`config.mk`:
```
export PLATFORM = sky130hd
export DESIGN_NAME = ram_burst_master
export DESIGN_NICKNAME = d
export VERILOG_FILES = /design/src/rtl/ram_burst_pkg.sv /design/src/rtl/ram_burst_master.sv
export SDC_FILE = /design/constraint.sdc
export NUM_CORES = 1
export LEC_CHECK = 0
export ABC_AREA = 1
export BUFFER_PORTS_ARGS = -buffer_cell sky130_fd_sc_hd__buf_2
export CAP_MARGIN = 5
export CORE_MARGIN = 5
export CORE_UTILIZATION = 41
export DETAILED_ROUTE_END_ITERATION = 8
export PLACE_DENSITY_LB_ADDON = 0.25
export SLEW_MARGIN = 0
export SYNTH_ARGS = -nofsm -noshare
export SYNTH_HDL_FRONTEND = slang
export SYNTH_SLANG_ARGS = --single-unit
```
`constraint.sdc`:
```
create_clock -name clk -period 1.45 [get_ports clk]
set_clock_uncertainty 0.15 [all_clocks]
set_input_delay 0.2175 -clock clk [delete_from_list [all_inputs] [get_ports clk]]
set_output_delay 0.2175 -clock clk [all_outputs]
set_load 0.03 [all_outputs]
```
`src/rtl/ram_burst_pkg.sv`:
```
// Shared constants and FSM state encoding for the RAM burst master.
// Latency: n/a (types and constants only).
// Backpressure: n/a.
package ram_burst_pkg;

  localparam int DATA_W = 8;   // RAM word width
  localparam int ADDR_W = 6;   // RAM address width
  localparam int DEPTH  = 64;  // words in the RAM

  typedef enum logic [2:0] {
    IDLE    = 3'd0,
    WR      = 3'd1,
    RD_ADDR = 3'd2,
    RD_DATA = 3'd3,
    DONE    = 3'd4
  } state_t;

endpackage

```
`src/rtl/ram_burst_master.sv`:
```
// Burst master: turns a {dir, addr, len} command into a run of single-port RAM
// accesses. Writes take 1 cycle/beat and reads 2 cycles/beat; done pulses one cycle after the last beat.
// Backpressure: wdata_valid gaps stall the write burst, and rdata_ready low holds the current read beat.
// Ports: clk/rst_n; cmd_* command handshake; wdata_* write stream in;
//        rdata_* read stream out; busy/done status; ram_* drive the RAM.
module ram_burst_master #(
  parameter int DATA_W = ram_burst_pkg::DATA_W,
  parameter int ADDR_W = ram_burst_pkg::ADDR_W
) (
  input  logic              clk,
  input  logic              rst_n,
  input  logic              cmd_valid,
  output logic              cmd_ready,
  input  logic              cmd_rd,
  input  logic [ADDR_W-1:0] cmd_addr,
  input  logic [ADDR_W-1:0] cmd_len,
  input  logic              wdata_valid,
  output logic              wdata_ready,
  input  logic [DATA_W-1:0] wdata,
  output logic              rdata_valid,
  input  logic              rdata_ready,
  output logic [DATA_W-1:0] rdata,
  output logic              busy,
  output logic              done,
  output logic [DATA_W-1:0] ram_ip,
  output logic [ADDR_W-1:0] ram_add,
  output logic              ram_wr,
  input  logic [DATA_W-1:0] ram_q
);
  import ram_burst_pkg::*;

  state_t            state_q, state_d;
  logic [ADDR_W-1:0] addr_q, addr_d;
  logic [ADDR_W-1:0] cnt_q, cnt_d;

  always_ff @(posedge clk or negedge rst_n) begin
    if (!rst_n) begin
      state_q <= IDLE;
      addr_q  <= '0;
      cnt_q   <= '0;
    end else begin
      state_q <= state_d;
      addr_q  <= addr_d;
      cnt_q   <= cnt_d;
    end
  end

  // RAM output is passed straight through; ram_add is held at addr for the
  // whole RD_DATA state, so the registered read word stays stable under stall.
  assign rdata = ram_q;

  always_comb begin
    state_d     = state_q;
    addr_d      = addr_q;
    cnt_d       = cnt_q;
    cmd_ready   = 1'b0;
    wdata_ready = 1'b0;
    rdata_valid = 1'b0;
    busy        = 1'b1;
    done        = 1'b0;
    ram_wr      = 1'b0;
    ram_ip      = '0;
    ram_add     = addr_q;

    unique case (state_q)
      IDLE: begin
        busy      = 1'b0;
        cmd_ready = 1'b1;
        if (cmd_valid) begin
          addr_d  = cmd_addr;
          cnt_d   = cmd_len;
          state_d = cmd_rd ? RD_ADDR : WR;
        end
      end

      WR: begin
        wdata_ready = 1'b1;
        ram_wr      = wdata_valid;
        ram_ip      = wdata;
        if (wdata_valid) begin
          addr_d = addr_q + ADDR_W'(1);  // natural wrap at 2**ADDR_W
          if (cnt_q == '0) state_d = DONE;
          else             cnt_d   = cnt_q - ADDR_W'(1);
        end
      end

      // One cycle with ram_wr low lets the RAM register addr; the word is
      // visible on ram_q from the following cycle.
      RD_ADDR: state_d = RD_DATA;

      RD_DATA: begin
        rdata_valid = 1'b1;
        if (rdata_ready) begin
          addr_d = addr_q + ADDR_W'(1);
          if (cnt_q == '0) begin
            state_d = DONE;
          end else begin
            cnt_d   = cnt_q - ADDR_W'(1);
            state_d = RD_ADDR;
          end
        end
      end

      DONE: begin
        done    = 1'b1;
        state_d = IDLE;
      end

      default: state_d = IDLE;
    endcase
  end

endmodule

```
# ---- After elaboration in Yosys (flattened, before gate mapping)
# Index checks and enable logic that the tools add are counted.
dict set report op_classes {
  eq_ne 8
  muxes 23
  n_addsub 2
  n_reduce_logical 5
}
# cell count
set op_table {}
lappend op_table {{$mux 6} 7}
lappend op_table {{$pmux 6 s3} 2}
lappend op_table {{$mux 3} 5}
lappend op_table {{$pmux 3 s4} 1}
lappend op_table {{$mux 8} 1}
lappend op_table {{$ne 2x2->1 const B} 4}
lappend op_table {{$reduce_and 4->1} 2}
lappend op_table {{$add 6x1->6 const B} 1}
lappend op_table {{$eq 3x2->1 const B} 2}
lappend op_table {{$logic_not 6->1} 1}
lappend op_table {{$mux 1} 6}
lappend op_table {{$sub 6x1->6 const B} 1}
lappend op_table {{$eq 3x1->1 const B} 1}
lappend op_table {{$eq 3x3->1 const B} 1}
lappend op_table {{$logic_not 3->1} 1}
lappend op_table {{$reduce_bool 3->1} 1}
lappend op_table {{$mux 2} 1}
dict set report totals {
  register_bits 15
  output_inout_bits 28
}

# ---- Depth between registers and ports, before layout
# Gate-level depths: netlist (run 1).
dict set report logic_depth {
  ltp_word 4
  mapped_depth 10
  ltp_nobuf 10
}

# ---- Worst setup path before layout (run 1)
# OpenSTA, ideal clock, no wires.
dict set report synth_timing {
  path_type {register to output}
  from {reg state_q[2]}
  to {out ram_ip[0]}
  arrival_ns 1.745
  required_time_ns 1.082
  path_stages_with_launch 6
  n_path_buf 0
  setup_slack_ns -0.662
  path_cell_list {dfrtp_1 inv_2 nand2_2 nor2_1 inv_2 nor2_1}
}
dict set report synth_via {
  elab_chain_cells 2
}
# element line
set synth_lines {}
lappend synth_lines {{start, declared} ram_burst_master.sv:32} ;# state_t state_q, state_d;
lappend synth_lines {{start signal, assigned} ram_burst_master.sv:42} ;# state_q <= state_d;
lappend synth_lines {{$eq 3x1->1} ram_burst_master.sv:65} ;# unique case (state_q)
lappend synth_lines {{$mux 8} ram_burst_master.sv:65}
lappend synth_lines {{end, declared} ram_burst_master.sv:25} ;# output logic [DATA_W-1:0] ram_ip,
# No other way between the ends.

# ---- Worst setup path after layout (run 1)
dict set report layout_timing {
  from {reg state_q[2]}
  to {out ram_ip[5]}
}
# Same word-level chain as after synthesis.

==> results of run 1 <==
[routing by layer]
metal / routed length (um) / GRT usage [%] / part of all wire (%) / vias to the layer above
li1: - / - / - / 739
met1: 1660 / 21.8 / 40 / 682
met2: 2120 / 33.9 / 51 / 78
met3: 245 / 4.20 / 5.9 / 20
met4: 142 / 6.87 / 3.4 / 0
met5: 0 / 0 / 0 / -
[per-stage QoR]
stage	hold WS (ns)	setup TNS [ns]	area (um^2)	util (%)	cells
finish	0.0700	-6.05	2050	73.8	297
global route	0.0881	-7.69	2050	73.8	297
CTS	0.0804	-4.34	1920	68.9	292
detailed placement	-0.00743	-0.749	1630	58.5	277
global placement	-0.0112	-0.581	1630	58.5	277
floorplan	-0.228	-1.84	1290	-	192
[kinds of logic after synthesis]
group / count (synthesis)
buffers and inverters: 39
adder cells (fa/ha/maj): 3
AO/OA/AOI/OAI: 13
AND/OR/NAND/NOR: 122
flip-flops: 15
[worst max path at each step]
stage | from | to | cells past startpoint
after CTS | state_q[2]$_DFFE_PN0P_ | ram_ip[6] | 6
after floorplan | state_q[2]$_DFFE_PN0P_ | ram_ip[1] | 5
after detailed placement | cnt_q[0]$_DFFE_PN0P_ | cnt_q[5]$_DFFE_PN0P_ | 10
after global placement | cnt_q[0]$_DFFE_PN0P_ | cnt_q[2]$_DFFE_PN0P_ | 9
after global routing | state_q[2]$_DFFE_PN0P_ | ram_ip[5] | 6
final | state_q[2]$_DFFE_PN0P_ | ram_ip[5] | 6
[final cells by class]
type	instances	share of cell area [%]
tap	31	1.89
timing repair buffer	81	30.5
clock buffer	3	1.10
sequential	15	18.5
inverter	28	5.61
clock inverter	1	0.244
multi-input combinational	138	42.1
[worst max-delay path: cells and delay by family (launching register included)]
family / cells / cell delay (ns)
AND/OR/NAND/NOR: 3 / 0.31
buffers and inverters: 3 / 0.34
flip-flops: 1 / 0.42
[power by group]
part | leakage [nW] | total (mW) | switching [mW] | internal [mW]
registers | 0.182 | 0.849 | 0.217 | 0.632
clock network | 0.0177 | 0.252 | 0.150 | 0.103
logic | 0.924 | 3.70 | 2.16 | 1.55
total | 1.12 | 4.80 | 2.52 | 2.28
[cell usage after synthesis]
| library cell | count |
|---|---|
| inv_1 | 24 |
| ha_1 | 3 |
| o211ai_1 | 1 |
| nand4_1 | 3 |
| buf_6 | 1 |
| nand2_1 | 65 |
| o21ai_1 | 5 |
| o21ai_0 | 6 |
| buf_4 | 8 |
| nor2_1 | 23 |
| a21oi_1 | 1 |
| nand2_2 | 5 |
| nand3_1 | 17 |
| nor3_1 | 2 |
| dfrtp_1 | 15 |
| buf_2 | 2 |
| inv_2 | 4 |
| or2_2 | 1 |
| nor2_4 | 2 |
| nand3b_1 | 3 |
| nand3_2 | 1 |
[registers in the layout, indices dropped and copies added (netlist names)]
| name | cells |
|---|---|
| cnt_q | 6 |
| ram_add | 6 |
| state_q | 3 |
[repair_timing]
item,in CTS,in global routing
endpoints found under the setup margin,29,29
buffers inserted,10,5
hold buffers,1,0
pin swaps,9,9
resized for setup,54,26
gates cloned,1,0
hold endpoints to repair,15,0
==> run_results.csv, run 1 <==
group,metric,value,unit
sta,fin_ws,-0.286,ns
yosys,yosysWarnings,0,
worst_setup_path,cp_cell_sequence,"inv_2 > nand2_4 > nor2_4 > inv_8 > nor2_4 > buf_6",
yosys,syn_inst,192,
finish,mostFrequentLayoutCells,"nand2_1 (61), buf_2 (31), buf_6 (25)",
yosys,synth_top_family_by_area,"simple AND/OR/NAND/NOR gates",
power,totalPowerFinal,4.80,mW
yosys,synth.largest_area_cell,"dfrtp_1",
yosys,syn_nets,229,
worst_setup_path,critical_path_class,"flop to output pin",
finish,regArea,380,um^2
clock_network,clk_pin_slew,0.10,ns
die,start_util,43.3,%
placement,io_buffers,45,
worst_setup_path,r2r_cells,10,
grt,grt_usage,18.9,%
route,wl_per_cell,14.0,um
power,ir_drop,1.63,mV
sta,finalHoldViolations,0,
placement,dp_slack,-0.0948,ns
grt,grt_pass1_vias,1510,
yosys,synthAdderAreaFrac,3.12,%
die,row_count,19,
yosys,synth_compound_area_share,5.61,%
worst_hold_path,whs_path_depth,5,
finish,drive_gt1_share,51.1,%
finish,diodes,0,
worst_setup_path,worstReg2RegStart,"state_q[2]$_DFFE_PN0P_",
job,timing.max_cap.violations,0,
die,core,2780,um^2
power,powerDensity,2340,nW/um^2
sta,max_freq,576,MHz
worst_setup_path,max_stage_delay,0.42,ns
route,vias,1519,
clock_network,cts_tree,"yes",
finish,final_common_cell,"nand2_1",
route,vias_per_cell,5.11,
power,p_leak,1.12,nW
clock_network,insertion_delay,0.29,ns
route,firstDrtPassIters,4,
grt,grt_start_max_net_pins,16,
route,drc,0,
route,ant_nets,0,
grt,grt.overflow.total,0,
clock_network,clkSinkCount,15,
worst_hold_path,min_to,"ram_add[2]$_DFFE_PN0P_",
sta,final_max_slew_viol_count,0,
sta,tightestPinTransition,0.357,ns
worst_hold_path,min_path_type,"primary input to flop",
route,drt-initial-drc-count,64,
grt,grt_pass1_wl,6380,um
yosys,synth-simple-area-share,44.6,%
die,die_x,64.2,um
yosys,yosysUniqueCellTypes,21,
sta,maxSlewHeadroom,76.2,%
worst_setup_path,worst_path_max_delay_cell,"dfrtp_1",
finish,area_growth,70.5,%
placement,gp_congestion,0.896,
clock_network,htreeDepth,1,
clock_network,root_buffer,"clkbuf_4",
finish,multi_input_area,863,um^2
worst_hold_path,hp-start,"cmd_addr[2]",
yosys,synth_top_area_share,31.2,%
worst_setup_path,rrSetupSlack,-0.20,ns
die,die_h,64.2,um
clock_network,cts-buffers-inserted,3,
yosys,ys_seq_elements,15,
sta,layout_min_cycle_time,1.74,ns
yosys,ys_seq_area_share,31.2,%
sta,grt_setup_unrepaired,"true",
die,die_area,4120,um^2
clock_network,clockBufferDepth,2,
finish,num-nets-final,304,
grt,antenna_found_initial,0,
worst_setup_path,timing.critical_path.mode_cell,"nor2_4",
worst_setup_path,crit_path_start_kind,"flop",
worst_setup_path,arrival,1.37,ns
run_status,violations,"negative setup slack",
run_status,status,"complete, but fails checks",
die,io_pins,62,
sta,fin_crit_sh,120,%
placement,hpwlAfterDp,2530,um
worst_setup_path,critPathCaptureType,"output pin",
route,wirelength,4170,um
yosys,synth-xor-area-share,0,%
worst_setup_path,critical_path.max_fanout,9,
finish,fillCellCount,207,
sta,setup_viol,29,
yosys,synth_area,1200,um^2
worst_setup_path,required,1.08,ns
yosys,synthMuxAreaShare,0,%
yosys,synth_area_per_cell,6.27,um^2
yosys,synth_area_leaders,"dfrtp_1 (31%), nand2_1 (20%), inv_1 (7.5%), nor2_1 (7.2%), nand3_1 (7.1%)",
worst_setup_path,timing.rr.end,"cnt_q[3]$_DFFE_PN0P_",
Power figures use the tool's default switching activity.
==> run 2, diff against run 1 <==
--- a/config.mk
+++ b/config.mk
@@ -5,11 +5,10 @@
 export SDC_FILE = /design/constraint.sdc
 export NUM_CORES = 1
 export LEC_CHECK = 0
-export ABC_AREA = 1
 export BUFFER_PORTS_ARGS = -buffer_cell sky130_fd_sc_hd__buf_2
 export CAP_MARGIN = 5
-export CORE_MARGIN = 5
-export CORE_UTILIZATION = 41
+export CORE_MARGIN = 10
+export CORE_UTILIZATION = 40
 export DETAILED_ROUTE_END_ITERATION = 8
 export PLACE_DENSITY_LB_ADDON = 0.25
 export SLEW_MARGIN = 0
==> run_results.csv, run 2 <==
group,metric,value,unit
placement,io_buffers,45,
power,p_leak,0.911,nW
yosys,syn_inst,132,
worst_setup_path,cp_cell_sequence,"mux2i_2 > o21a_4 > buf_4 > nor3_4 > mux2i_1",
yosys,synth.most_common_cell,"dfrtp_1",
yosys,synth_compound_area_share,23.7,%
finish,mostFrequentLayoutCells,"buf_4 (36), buf_2 (31), buf_6 (19)",
yosys,synthAdderAreaFrac,3.23,%
clock_network,clk_pin_slew,0.10,ns
power,intPower,2.65,mW
placement,gp_congestion,0.824,
worst_setup_path,critical_path_class,"flop to flop",
clock_network,clkSinkCount,15,
yosys,synth.largest_area_cell,"dfrtp_1",
clock_network,insertion_delay,0.29,ns
worst_setup_path,required,1.51,ns
power,pwr-share-seq,17.5,%
yosys,synth-xor-area-share,0,%
sta,final_max_slew_viol_count,0,
yosys,syn_nets,169,
finish,drive_gt1_share,66.0,%
route,vias_per_cell,5.40,
placement,dp_slack,-0.355,ns
worst_setup_path,max_stage_delay,0.48,ns
finish,finalNonFillerCells,240,
clock_network,cts_tree,"yes",
clock_network,cts-buffers-inserted,3,
route,drt-initial-drc-count,73,
sta,finalHoldViolations,0,
sta,max_freq,575,MHz
power,p_sw,2.22,mW
job,timing.max_cap.violations,0,
power,ir_drop,1.77,mV
route,vias,1297,
worst_setup_path,critPathCaptureType,"flop",
placement,dpl-instance-area,1590,um^2
sta,setup_viol,29,
yosys,synth_area_leaders,"dfrtp_1 (32%), buf_4 (6.5%), and2_1 (5.4%), a2bb2oi_1 (4.5%), nor2_1 (4.2%)",
run_status,violations,"negative setup slack",
route,wl_per_cell,17.4,um
sta,layout_min_cycle_time,1.74,ns
sta,fin_crit_sh,120,%
sta,grt_setup_unrepaired,"true",
finish,num-nets-final,247,
yosys,async_flop_share,100,%
yosys,synth_top_family_by_area,"simple AND/OR/NAND/NOR gates",
placement,numPlacedInstances,220,
yosys,synth_commonest_cells,"dfrtp_1 (15), nor2_1 (13), and2_1 (10), buf_4 (10)",
yosys,synth_area_per_cell,8.81,um^2
grt,grt_pass1_vias,1423,
placement,hpwlAfterDp,2920,um
yosys,ys_seq_elements,15,
worst_setup_path,arrival,1.80,ns
yosys,synth_flop_cell,"dfrtp_1",
grt,antenna_found_initial,0,
clock_network,htreeDepth,1,
sta,fin_ws,-0.290,ns
grt,grt_pass1_wl,6730,um
clock_network,root_buffer,"clkbuf_4",
yosys,synth-simple-area-share,25.7,%
run_status,status,"complete, but fails checks",
sta,maxSlewHeadroom,75.5,%
worst_setup_path,critical_path.max_fanout,8,
finish,area_growth,69.2,%
die,die_area,5460,um^2
worst_setup_path,crit_path_start_kind,"flop",
route,drc,0,
sta,tightestPinTransition,0.368,ns
die,core,2760,um^2
die,die_x,73.9,um
clock_network,clockBufferDepth,2,
yosys,yosysWarnings,0,
power,pwr-share-comb,77.3,%
grt,grt.overflow.total,0,
finish,fillCellCount,205,
yosys,synthMuxAreaShare,2.58,%
yosys,yosysUniqueCellTypes,39,
route,firstDrtPassIters,4,
worst_setup_path,worst_path_max_delay_cell,"dfrtp_2",
finish,fin_area,1970,um^2
die,io_pins,62,
route,wirelength,4180,um
worst_hold_path,min_path_type,"primary input to flop",
yosys,synth-edff-count,0,
route,ant_nets,0,
finish,diodes,0,
die,start_util,42.2,%
grt,grt_usage,15.2,%
power,powerDensity,2470,nW/um^2
power,sw_frac_of_total,45.6,%
finish,final_common_cell,"buf_4",
power,clkPwrFrac,5.2,%
die,die_h,73.9,um
yosys,synth_top_area_share,32.3,%
grt,grt_start_max_net_pins,16,
yosys,synth_area,1160,um^2
yosys,ys_seq_area_share,32.3,%
die,row_count,19,
-- run 2: cell count changes after synthesis, sizes merged, moves of 5 or more --
cell	change
nand2	-66
inv	-22
nand3	-12
nor2	-12
and2	+10
a2bb2oi	+6
nor3	+6
o21ai	-5
-- run 2: metrics by stage --
step	util (%)	hold WS [ns]	power (mW)	TNS [ns]
2_1_floorplan	-	-0.228	2.85	-0.901
3_5_place_dp	57.8	-0.00201	3.75	-4.49
3_3_place_gp	57.8	-0.00422	3.67	-3.33
6_report	71.3	0.0730	4.86	-6.30
5_1_grt	71.3	0.0802	5.18	-7.74
4_1_cts	68.5	0.0601	4.59	-6.19
-- run 2: area by class of cell --
class | instances | area, um^2 | area share, %
Clock buffer | 4 | 26.3 | 1.34
Timing Repair Buffer | 89 | 679 | 34.5
Sequential cell | 15 | 382 | 19.4
Multi-Input combinational cell | 95 | 818 | 41.6
Inverter | 6 | 22.5 | 1.15
Tap cell | 31 | 38.8 | 1.97
-- run 2: metal layers --
layer	vias to the layer above	track usage, %	wire length [um]
met3	6	4.31	268
met2	39	28.2	2290
met5	-	0	0
met4	0	3.52	40
li1	630	-	-
met1	622	16.5	1580
-- run 2: worst paths after layout --
| path | from | slack (ns) | cells after the start | to |
|---|---|---|---|---|
| worst max-delay path | state_q[0]$_DFFE_PN0P_ | -0.29 | 5 | cnt_q[1]$_DFFE_PN0P_ |
| worst min-delay path | cmd_addr[1] | 0.07 | 3 | ram_add[1]$_DFFE_PN0P_ |
| worst max register to register | state_q[0]$_DFFE_PN0P_ | -0.29 | 5 | cnt_q[1]$_DFFE_PN0P_ |
| worst min register to register | ram_add[0]$_DFFE_PN0P_ | 0.41 | 1 | ram_add[0]$_DFFE_PN0P_ |
| max in group asynchronous | rst_n | 0.64 | 2 | ram_add[0]$_DFFE_PN0P_ |
| min in group asynchronous | rst_n | 0.21 | 2 | state_q[1]$_DFFE_PN0P_ |
-- run 2: kinds of logic after synthesis --
family	count (synthesis)
DFF	15
buffers and inverters	22
muxes	3
AOI/OAI and AO/OA	35
adders and majority gates	3
and+or+nand+nor	54
-- run 2: power by group through the flow --
stage	Clock (mW)	Combinational, mW	Sequential, mW
6_report	0.254	3.76	0.851
5_1_grt	0.281	4.02	0.877
4_1_cts	0.263	3.49	0.840
3_5_place_dp	0	2.90	0.847
3_3_place_gp	0	2.83	0.834
2_1_floorplan	0	1.88	0.968
-- run 2: critical path, delay by kind of cell, from the launching register on --
kind                   cells  cell delay, ns
and+or+nand+nor            1            0.21
muxes                      2            0.43
DFF                        1            0.48
buffers and inverters      1            0.14
AOI/OAI and AO/OA          1            0.24
-- run 2: repair_timing --
action	4_1_cts	5_1_grt
pin swaps	1	1
hold buffers	2	0
gates cloned	1	0
gates resized for setup	47	10
setup buffers	9	4
setup endpoints to repair	29	29
hold endpoints to repair	16	0
==> run 3, diff against run 2 <==
--- a/config.mk
+++ b/config.mk
@@ -11,6 +11,7 @@
 export CORE_UTILIZATION = 40
 export DETAILED_ROUTE_END_ITERATION = 8
 export PLACE_DENSITY_LB_ADDON = 0.25
+export SKIP_LAST_GASP = 1
 export SLEW_MARGIN = 0
 export SYNTH_ARGS = -nofsm -noshare
 export SYNTH_HDL_FRONTEND = slang
==> run_results.csv, run 3 (synthesis results as in run 2) <==
group,metric,value,unit
power,p_leak,0.912,nW
worst_setup_path,crit_path_start_kind,"flop",
worst_setup_path,critical_path_class,"flop to output pin",
die,core,2760,um^2
sta,fin_ws,-0.282,ns
route,ant_nets,0,
power,totalPowerFinal,4.86,mW
run_status,status,"complete, but fails checks",
die,die_area,5460,um^2
clock_network,cts-buffers-inserted,3,
clock_network,root_buffer,"clkbuf_4",
power,powerDensity,2460,nW/um^2
finish,mostFrequentLayoutCells,"buf_4 (37), buf_2 (31), buf_6 (18)",
route,firstDrtPassIters,4,
route,wl_per_cell,17.2,um
clock_network,insertion_delay,0.29,ns
finish,fin_util,71.6,%
worst_hold_path,min_path_type,"primary input to flop",
job,timing.max_cap.violations,0,
clock_network,clkSinkCount,15,
sta,fin_crit_sh,119,%
sta,finalHoldViolations,0,
sta,layout_min_cycle_time,1.73,ns
placement,hpwlAfterDp,2920,um
sta,final_max_slew_viol_count,0,
finish,num-nets-final,247,
die,start_util,42.2,%
power,ir_drop,1.87,mV
finish,fillCellCount,204,
placement,gp_congestion,0.824,
grt,grt_usage,15.2,%
finish,final_common_cell,"buf_4",
grt,grt.overflow.total,0,
grt,grt_pass1_wl,6750,um
route,wirelength,4140,um
sta,maxSlewHeadroom,75.9,%
clock_network,clockBufferDepth,2,
worst_setup_path,arrival,1.36,ns
placement,dp_slack,-0.355,ns
worst_setup_path,critical_path.max_fanout,5,
die,io_pins,62,
worst_setup_path,critPathCaptureType,"output pin",
die,die_x,73.9,um
clock_network,cts_tree,"yes",
clock_network,clk_pin_slew,0.09,ns
grt,grt_start_max_net_pins,16,
finish,area_growth,69.8,%
sta,max_freq,577,MHz
die,row_count,19,
route,drt-initial-drc-count,56,
sta,fin_tns_setup,-6.33,ns
route,vias,1281,
clock_network,htreeDepth,1,
run_status,violations,"negative setup slack",
die,die_h,73.9,um
sta,tightestPinTransition,0.361,ns
grt,antenna_found_initial,0,
route,vias_per_cell,5.34,
route,drc,0,
sta,grt_setup_unrepaired,"true",
worst_setup_path,required,1.08,ns
sta,setup_viol,29,
finish,diodes,0,
placement,io_buffers,45,
finish,drive_gt1_share,66.0,%
grt,grt_pass1_vias,1420,
## run 3: through the flow
stage | std cells | cell area [um^2] | hold WS [ns]
2_1_floorplan | 132 | 1250 | -0.228
3_3_place_gp | 220 | 1590 | -0.00422
3_5_place_dp | 220 | 1590 | -0.00201
4_1_cts | 236 | 1880 | 0.0601
5_1_grt | 240 | 1970 | 0.0802
6_report | 240 | 1970 | 0.0688
## run 3: path summary, 6_finish.rpt
check | startpoint | end | slack [ns] | cells past startpoint
min reg2reg | ram_add[0]$_DFFE_PN0P_ | ram_add[0]$_DFFE_PN0P_ | 0.41 | 1
min in group asynchronous | rst_n | state_q[1]$_DFFE_PN0P_ | 0.21 | 2
min | cmd_addr[1] | ram_add[1]$_DFFE_PN0P_ | 0.07 | 3
max reg2reg | state_q[0]$_DFFE_PN0P_ | cnt_q[1]$_DFFE_PN0P_ | -0.28 | 5
max | state_q[2]$_DFFE_PN0P_ | ram_ip[5] | -0.28 | 5
max in group asynchronous | rst_n | ram_add[0]$_DFFE_PN0P_ | 0.65 | 2
## run 3: cell type report
type	count	area [um^2]	area share [%]
multi-input combinational	95	828	42.0
timing repair buffer	89	676	34.2
clock buffer	4	26.3	1.33
inverter	6	22.5	1.14
tap	31	38.8	1.97
sequential	15	382	19.3
## run 3: worst max-delay path: stages (launching register included)
cell and delay, ns:
dfrtp_1 0.40, nand2b_4 0.16, nor2_4 0.12, buf_6 0.13, and2_4 0.14, buf_6 0.12
## run 3: metal layers
metal | vias to the layer above | share of wire, % | GRT usage (%)
li1 | 628 | - | -
met1 | 608 | 38 | 16.4
met2 | 37 | 54 | 28.3
met3 | 8 | 6.4 | 4.31
met4 | 0 | 1.3 | 3.52
met5 | - | 0 | 0
## run 3: timing repair
action | 4_1_cts | 5_1_grt
resized for setup | 45 | 12
pin swaps | 1 | 4
hold buffers | 2 | 0
endpoints found under the hold margin | 16 | 0
setup endpoints to repair | 29 | 29
gates cloned | 1 | 0
setup buffers | 9 | 4
## run 3: power breakdown
group | switching [mW] | total, mW | internal [mW]
registers | 0.211 | 0.844 | 0.634
logic | 1.86 | 3.76 | 1.90
clock network | 0.147 | 0.254 | 0.107
total | 2.22 | 4.86 | 2.64
